## src/rtl/branch_predictor.sv

```systemverilog
// branch_predictor
// Direct-mapped branch target buffer with a 2-bit bimodal counter per entry.
// IF gets a same-cycle taken/target guess for its fetch PC. EX writes each
// resolved branch or jump back into the table on the clock edge.
// Optional feature macro: BP_STATS_EN adds resolved-update and mispredict
// counters on the stat_lookups / stat_mispred ports.
module branch_predictor #(
   parameter  int unsigned DATA_LEN = 32,
   parameter  int unsigned ENTRIES  = 16,
   localparam int unsigned IDX_LEN  = $clog2(ENTRIES),
   localparam int unsigned TAG_LEN  = DATA_LEN - IDX_LEN - 2
) (
   input  logic                clk,
   input  logic                reset,
   input  logic [DATA_LEN-1:0] if_pc,
   output logic                pred_taken,
   output logic [DATA_LEN-1:0] pred_target,
   input  logic                flush,
   input  logic                upd_valid,
   input  logic [DATA_LEN-1:0] upd_pc,
   input  logic                upd_is_jal,
   input  logic                upd_taken,
   input  logic [DATA_LEN-1:0] upd_target,
   input  logic                upd_pred_taken,
   input  logic [DATA_LEN-1:0] upd_pred_target
`ifdef BP_STATS_EN
   ,
   output logic [31:0]         stat_lookups,
   output logic [31:0]         stat_mispred
`endif
);

   logic                valid_q  [ENTRIES];
   logic [TAG_LEN-1:0]  tag_q    [ENTRIES];
   logic [1:0]          ctr_q    [ENTRIES];
   logic [DATA_LEN-1:0] target_q [ENTRIES];

   logic [IDX_LEN-1:0]  lk_idx;
   logic [TAG_LEN-1:0]  lk_tag;
   logic                lk_hit;
   logic [IDX_LEN-1:0]  up_idx;
   logic [TAG_LEN-1:0]  up_tag;
   logic                up_hit;
   logic [1:0]          ctr_next;
   logic                unused_bits;

   // The two low PC bits never select anything; without stats the predicted
   // values carried down the pipe are not needed either.
`ifdef BP_STATS_EN
   assign unused_bits = ^{if_pc[1:0], upd_pc[1:0]};
`else
   assign unused_bits = ^{if_pc[1:0], upd_pc[1:0], upd_pred_taken, upd_pred_target};
`endif

   assign lk_idx = if_pc[IDX_LEN+1:2];
   assign lk_tag = if_pc[DATA_LEN-1:IDX_LEN+2];
   assign up_idx = upd_pc[IDX_LEN+1:2];
   assign up_tag = upd_pc[DATA_LEN-1:IDX_LEN+2];

   // Lookup reads the registered table, so a same-cycle update is not seen.
   always_comb begin
      lk_hit      = valid_q[lk_idx] && (tag_q[lk_idx] == lk_tag);
      pred_taken  = !reset && lk_hit && ctr_q[lk_idx][1];
      pred_target = pred_taken ? target_q[lk_idx] : '0;
   end

   // Next counter value for an update that hits: JAL forces strongly taken,
   // and branches saturate at 00 and 11.
   always_comb begin
      up_hit   = valid_q[up_idx] && (tag_q[up_idx] == up_tag);
      ctr_next = ctr_q[up_idx];
      if (upd_is_jal) begin
         ctr_next = 2'b11;
      end else if (upd_taken) begin
         if (ctr_q[up_idx] != 2'b11) ctr_next = ctr_q[up_idx] + 2'd1;
      end else begin
         if (ctr_q[up_idx] != 2'b00) ctr_next = ctr_q[up_idx] - 2'd1;
      end
   end

   // Table state: flush only clears valid bits and drops any update in the same
   // cycle. A taken miss allocates the entry, and a not-taken miss changes nothing.
   always_ff @(posedge clk or posedge reset) begin
      if (reset) begin
         for (int i = 0; i < int'(ENTRIES); i++) begin
            valid_q[i]  <= 1'b0;
            tag_q[i]    <= '0;
            ctr_q[i]    <= 2'b01;
            target_q[i] <= '0;
         end
      end else if (flush) begin
         for (int i = 0; i < int'(ENTRIES); i++) begin
            valid_q[i] <= 1'b0;
         end
      end else if (upd_valid) begin
         if (up_hit) begin
            ctr_q[up_idx] <= ctr_next;
            if (upd_taken) target_q[up_idx] <= upd_target;
         end else if (upd_taken) begin
            valid_q[up_idx]  <= 1'b1;
            tag_q[up_idx]    <= up_tag;
            target_q[up_idx] <= upd_target;
            ctr_q[up_idx]    <= upd_is_jal ? 2'b11 : 2'b10;
         end
      end
   end

`ifdef BP_STATS_EN
   logic mispred;

   // A mispredict is either a wrong direction or a taken/taken pair whose targets differ.
   always_comb begin
      mispred = (upd_taken != upd_pred_taken) ||
                (upd_taken && upd_pred_taken && (upd_target != upd_pred_target));
   end

   // The counters wrap naturally. Updates dropped by flush are not counted.
   always_ff @(posedge clk or posedge reset) begin
      if (reset) begin
         stat_lookups <= '0;
         stat_mispred <= '0;
      end else if (upd_valid && !flush) begin
         stat_lookups <= stat_lookups + 32'd1;
         if (mispred) stat_mispred <= stat_mispred + 32'd1;
      end
   end
`endif

endmodule

```

## config.mk

```make
export PLATFORM = sky130hd
export DESIGN_NAME = branch_predictor
export DESIGN_NICKNAME = d
export VERILOG_FILES = /design/src/rtl/branch_predictor.sv
export SDC_FILE = /design/constraint.sdc
export NUM_CORES = 2
export LEC_CHECK = 0
export CAP_MARGIN = 20
export CORE_MARGIN = 2
export CORE_UTILIZATION = 40
export DETAILED_ROUTE_END_ITERATION = 6
export GPL_TIMING_DRIVEN = 0
export SLEW_MARGIN = 5
export SYNTH_ARGS = -nofsm -noshare
export SYNTH_HDL_FRONTEND = slang
export SYNTH_SLANG_ARGS = --single-unit
```

## constraint.sdc

```tcl
create_clock -name clk -period 36 [get_ports clk]
set_clock_uncertainty 0.2 [all_clocks]
set_input_delay 7.2 -clock clk [delete_from_list [all_inputs] [get_ports clk]]
set_output_delay 7.2 -clock clk [all_outputs]
set_load 0.1 [all_outputs]
```

# Yosys cells after proc, flatten, opt, wreduce, memory -nomap -nowiden

Cells that the tools add are included.

Add/sub/neg operators: 2
Magnitude comparators: 3
Equal/unequal tests: 4
Muxes and demuxes: 45
Bitwise operators: 5
Reductions and logical operators: 14

Operators with widths:

| operator                                           | count |
|---|---|
| bitwise mux 512 bit                                | 1 |
| bitwise mux 416 bit                                | 1 |
| binary-select mux 26 bit (select 4 bit)            | 2 |
| 2-to-1 mux 32 bit                                  | 6 |
| 2-to-1 mux 26 bit                                  | 5 |
| binary-select mux 32 bit (select 4 bit)            | 1 |
| demux 32 bit (select 4 bit)                        | 1 |
| demux 26 bit (select 4 bit)                        | 1 |
| bitwise mux 32 bit                                 | 2 |
| 2-to-1 mux 16 bit                                  | 4 |
| equality test 26 bit                               | 2 |
| 2-to-1 mux 2 bit                                   | 9 |
| binary-select mux 2 bit (select 4 bit)             | 2 |
| OR 16 bit                                          | 1 |
| >= comparator 5 bit, second input constant         | 2 |
| NOT 4 -> 5 bit                                     | 2 |
| AND reduction 3 bit                                | 3 |
| binary-select mux 1 bit (select 4 bit)             | 2 |
| demux 2 bit (select 4 bit)                         | 1 |
| nonzero test 2 bit                                 | 4 |
| 2-to-1 mux 1 bit                                   | 6 |
| logical AND 1 bit                                  | 5 |
| < comparator 5 x 1 -> 1 bit, second input constant | 1 |
| demux 1 bit (select 4 bit)                         | 1 |
| other kinds (6)                                    | 8 |

Flip-flop bits (word level): 976
Bits of input ports: 135
Output and inout port bits: 33
Logic and storage cells: 137

# Depth between registers and ports, before layout

Depth after elaboration: 10
Gate-level depth with buffers: 16

# Worst setup path after synthesis

No wires, ideal clock.

Path type: input to output
From: input if_pc[2]
To: output pred_target[10]
Arrival: 11.559 ns
Data required time: 28.600 ns
Slack: 17.041 ns
Stages on the path: 10
Cell sequence: clkbuf_1 -> clkbuf_1 -> buf_1 -> mux4_2 -> mux4_2 -> xor2_1 -> nor4_1 -> nand4_1 -> clkbuf_1 -> nor2b_1

Cells in the longest elaborated chain, start to end: 9
Elaborated cells between the ends (all ways): 18
Those cells by class: 1 x eq/ne; 13 x mux; 1 x bitwise; 3 x reduce/logical

RTL lines:

| what                                                  | line       | source |
|---|---|---|
| from (decl)                                           | 15         | `input logic [DATA_LEN-1:0] if_pc,` |
| NOT 4 -> 5 bit (not written as such) (*)              | 62, 63, 64 |  |
| binary-select mux 26 bit (select 4 bit)               | 62         | `lk_hit = valid_q[lk_idx] && (tag_q[lk_idx] == lk_tag);` |
| 2-to-1 mux 26 bit (not written as such) (2 in series) | 62         |  |
| equality test 26 bit                                  | 62         |  |
| logical AND 1 bit                                     | 62         |  |
| logical AND 1 bit (2 in series)                       | 63         | `pred_taken = !reset && lk_hit && ctr_q[lk_idx][1];` |
| 2-to-1 mux 32 bit (*)                                 | 64         | `pred_target = pred_taken ? target_q[lk_idx] : '0;` |
| to (decl)                                             | 17         | `output logic [DATA_LEN-1:0] pred_target,` |

Mark *: on every way between the ends. The rest lies on a longest branch, timed or not. The select of a mux whose other input is x is not followed.

# Worst setup path in the final report

From: input if_pc[3]
To: output pred_target[5]

The elaborated chain is that of the path after synthesis.

==> results list <==
* Result of the run: completed
- Number of buffers on the longest clock path: 3
* Wire length of the first global-routing pass: 238000 um
- The number of nets handed over by synthesis was 3364.
- The internal power of the cells totals 2160 uW.
- Worst voltage drop across the vdd grid: 44.8 uV
* Most used cells in the layout excluding fill and tap cells: 960 x sky130_fd_sc_hd__dfrtp_1, 871 x sky130_fd_sc_hd__mux2_2, 372 x sky130_fd_sc_hd__mux4_2
- Dividing the detail-routed via count by the number of cells gives 6.10.
* Post-CTS Hold Fix Bufs: 0
- For this configuration, the core starts out at a cell density of 40.4%.
- During synthesis, Yosys emitted a total of 0 warnings.
- On the final layout, the worst hold slack is 0.269 ns.
* Placed wire-length estimate: 109000 um
- After detailed routing, the average wire length per cell comes to 31.5 um.
* Share of final-layout standard cells stronger than drive strength 1: 44.5%
* Cell at the slowest stage of the critical path: sky130_fd_sc_hd__clkdlybuf4s50_1
- Period utilisation layout: 60.0%
* Clock sinks: 976
* Commonest non-fill, non-tap cell in the layout: sky130_fd_sc_hd__dfrtp_1
- Core area: 122000 sq um
* Number of clock buffers inserted by TritonCTS: 109
* Synthesized area divided by synthesized cell count: 15.3 sq um
* Aggregate global routing overflow: 0
* Core Rows: 128
- The worst setup path is launched from an input pin.
- Registers are responsible for 45.4% of the overall power.
- At the end of the flow the core is filled with cells to 46.5%.
* Relative contribution of combinational cells to total power: 15.8%
- After the last flow step, the layout net total stands at 3621.
- Switching Share: 26.4%
* Vias after detailed routing: 31700
- Entering global routing, the biggest net connects 119 pins.
- The critical path goes through clkbuf_1, clkbuf_1, clkbuf_1, clkbuf_1, mux2i_1, a21oi_1, xor2_1, nor4_1, nand4_1, buf_8, clkbuf_1, nor2b_1, clkdlybuf4s50_1.
- Number of H-tree branching levels: 3
- Critical path type: input pin to output pin
- Number of buffer cells added on primary ports: 107
- With fillers left out, the area of the finished cells amounts to 56800 sq um.
* Post-CTS clock slew at the launch and capture registers of the worst setup and hold paths: 0.06 ns
- Die height: 355 um
* Most area-consuming cells after synthesis: sky130_fd_sc_hd__dfrtp_1 49%, sky130_fd_sc_hd__mux2_2 20%, sky130_fd_sc_hd__mux4_2 17%, sky130_fd_sc_hd__mux2i_1 1.9%, sky130_fd_sc_hd__clkbuf_1 1.3%
* Die X-Extent: 355 um
* Cell type with the highest occurrence count on the critical path: sky130_fd_sc_hd__clkbuf_1
- Number of setup buffers added after CTS: 0
* Portion of the post-synthesis area used by sequential elements: 49.5%
- Required time reported for the critical path endpoint: 28.60 ns
* Final Max Slew Viols: 0
- In this run the worst hold path is classified as register to register.
- The area growth from synthesis to layout is 15.1%.
- Min Clock Period, post-route: 21.61 ns
* Post-Syn Instances: 3229
* Post-Route Setup TNS: 0 ns
- Count of cell types in the netlist: 80
- Asr flop ratio synth: 100%
- The total count of hold-check failures in the final report came to 0.
* Part of the power in the clock network: 38.8%
* Filler Cells Inserted: 10900
- The most used flip-flop cell after synthesis is sky130_fd_sc_hd__dfrtp_1.
- GRT Resource Usage Total: 26.2%
* Clock root buffer: sky130_fd_sc_hd__clkbuf_16
- Once placement finished, the instance area stood at 53100 sq um.
* Static leakage: 0.0251 uW
* Initial antenna violation count: 8
- Max-Cap Viols: 0
- Vias in the first global route: 32400
* Final RePlAce weighted congestion: 1.00
* Slew margin rel.: 12.8%
* Sw power: 774 uW
- Worst Path Max Fanout: 10
- The detailed router finished its first iteration with 3044 violations.
- The first detailed-routing pass ran for 6 iterations.
- On the worst path, the slowest cell contributes a delay of 1.20 ns.
* Wirelength, routed: 164000 um
- Summing every instance area after synthesis gives 49300 sq um.
- Top achievable clock speed: 46.3 MHz
- The top cell type by area accounts for 48.7% of the synthesized area.
- Flops & latches, synth: 976
* Full die area: 126000 sq um
- The worst setup path is captured at an output pin.
* Worst-margin pin slew: 1.31 ns
- Antenna-violating nets left: 0
* DRC violation count after routing: 0
- For this design the top-level I/O count stands at 168.
- CTS tree: yes
* Worst skew pair latency: 0.76 ns
* Pwr Density: 51.6 nW/um^2
- Data on the critical path arrives at its endpoint at 14.21 ns.
* RSZ-0062 raised after global routing: no
* Number of synthesized flops with an enable pin: 0
- Once the clock tree was built, the resizer swapped 0 gates to a different size.
* Final setup violation count: 0
- Largest area contributor in the synthesized netlist: sky130_fd_sc_hd__dfrtp_1
cells in the mapped netlist, types with 4 or more instances:
| library cell | number |
|---|---|
| sky130_fd_sc_hd__a211oi_1 | 7 |
| sky130_fd_sc_hd__a2bb2oi_1 | 5 |
| sky130_fd_sc_hd__a21o_1 | 5 |
| sky130_fd_sc_hd__mux2i_1 | 92 |
| sky130_fd_sc_hd__nand2b_1 | 9 |
| sky130_fd_sc_hd__o211ai_1 | 9 |
| sky130_fd_sc_hd__mux2_2 | 871 |
| sky130_fd_sc_hd__xnor2_1 | 33 |
| sky130_fd_sc_hd__and2_1 | 5 |
| sky130_fd_sc_hd__buf_1 | 39 |
| sky130_fd_sc_hd__a221oi_1 | 7 |
| sky130_fd_sc_hd__buf_2 | 17 |
| sky130_fd_sc_hd__o21ai_0 | 71 |
| sky130_fd_sc_hd__mux4_2 | 372 |
| sky130_fd_sc_hd__a22o_1 | 5 |
| sky130_fd_sc_hd__buf_4 | 18 |
| sky130_fd_sc_hd__or2_1 | 4 |
| sky130_fd_sc_hd__nand4_1 | 7 |
| sky130_fd_sc_hd__nor2_1 | 33 |
| sky130_fd_sc_hd__nand3_1 | 31 |
| sky130_fd_sc_hd__nor4_1 | 6 |
| sky130_fd_sc_hd__o22ai_1 | 13 |
| sky130_fd_sc_hd__nand2_8 | 5 |
| sky130_fd_sc_hd__clkbuf_1 | 171 |
| sky130_fd_sc_hd__inv_1 | 48 |
| sky130_fd_sc_hd__and3_1 | 4 |
| sky130_fd_sc_hd__o21a_1 | 5 |
| sky130_fd_sc_hd__buf_12 | 10 |
| sky130_fd_sc_hd__nor2b_1 | 42 |
| sky130_fd_sc_hd__a21oi_1 | 45 |
| sky130_fd_sc_hd__o31ai_1 | 4 |
| sky130_fd_sc_hd__nor3_1 | 35 |
| sky130_fd_sc_hd__nand2_1 | 47 |
| sky130_fd_sc_hd__a22oi_1 | 23 |
| sky130_fd_sc_hd__nand2_2 | 5 |
| sky130_fd_sc_hd__mux4_1 | 6 |
| sky130_fd_sc_hd__buf_6 | 33 |
| sky130_fd_sc_hd__mux2_1 | 37 |
| sky130_fd_sc_hd__xor2_1 | 16 |
| sky130_fd_sc_hd__dfrtp_1 | 960 |
| sky130_fd_sc_hd__dfstp_2 | 16 |
power by group through the flow:
stage | Clock (uW) | Sequential, uW | Combinational, uW
finish | 1140 | 1330 | 464
global route | 1200 | 1350 | 493
CTS | 1160 | 1330 | 462
detailed placement | 0 | 1350 | 460
global placement | 0 | 1350 | 445
floorplan | 0 | 1320 | 337
path summary, 6_finish.rpt:
path                       startpoint        endpoint  cells past startpoint  slack [ns]
max in group asynchronous       reset    target_q[78]                      6       26.23
hold / removal              ctr_q[14]       ctr_q[14]                      2        0.27
hold reg to reg             ctr_q[14]       ctr_q[14]                      2        0.27
setup / recovery             if_pc[3]  pred_target[5]                     13       14.39
setup reg to reg            tag_q[28]        tag_q[1]                     10       31.32
min in group asynchronous       reset      tag_q[291]                      2        6.92
logic make-up after synthesis:
group           Yosys count  synth area share, %
mux                    1378                 39.9
flops                   976                 49.5
buf+inv                 342                 3.69
simple gates            258                 3.02
compound gates          226                 3.00
xor+xnor                 49                0.870
state kept, by name, summed over array words and instances, names as in the netlist:
signal,flops
target_q,512
tag_q,416
ctr_q,32
valid_q,16
metrics by stage:
| stage | worst slack, ns | std cells | power, uW |
|---|---|---|---|
| after floorplan | 1.17 | 3229 | 1660 |
| after global placement | -11.43 | 4961 | 1790 |
| after detailed placement | 13.38 | 4995 | 1810 |
| after CTS | 13.38 | 5195 | 2950 |
| after global routing | 14.44 | 5202 | 3040 |
| final | 14.39 | 5203 | 2930 |
metal layers:
| layer | share of wire, % | routed length (um) | vias up | track usage [%] |
|---|---|---|---|---|
| met5 | 0.031 | 51 | - | 0 |
| met2 | 45 | 73300 | 1422 | 39.4 |
| met4 | 4.5 | 7370 | 8 | 10.9 |
| met1 | 42 | 68900 | 17100 | 36.2 |
| met3 | 8.6 | 14000 | 397 | 6.49 |
| li1 | - | - | 12800 | - |
worst max-delay path: cells and delay by family:
family          cells  cell delay, ns
buf+inv             7            4.31
simple gates        3            1.54
compound gates      1            0.77
mux                 1            0.22
xor+xnor            1            0.13
cell type report:
| class | instances | area, sq um | share of cell area [%] |
|---|---|---|---|
| repair buffers | 146 | 1740 | 3.06 |
| diodes | 3 | 7.51 | 0.0132 |
| inverters | 49 | 191 | 0.337 |
| plain buffers | 293 | 1650 | 2.90 |
| clock inverters | 29 | 332 | 0.584 |
| well taps | 1625 | 2030 | 3.58 |
| clock buffers | 171 | 3320 | 5.85 |
| multi-input cells | 1911 | 23100 | 40.7 |
| flip-flops and latches | 976 | 24400 | 43.0 |
Note: power is estimated with default switching activity, not from simulation.
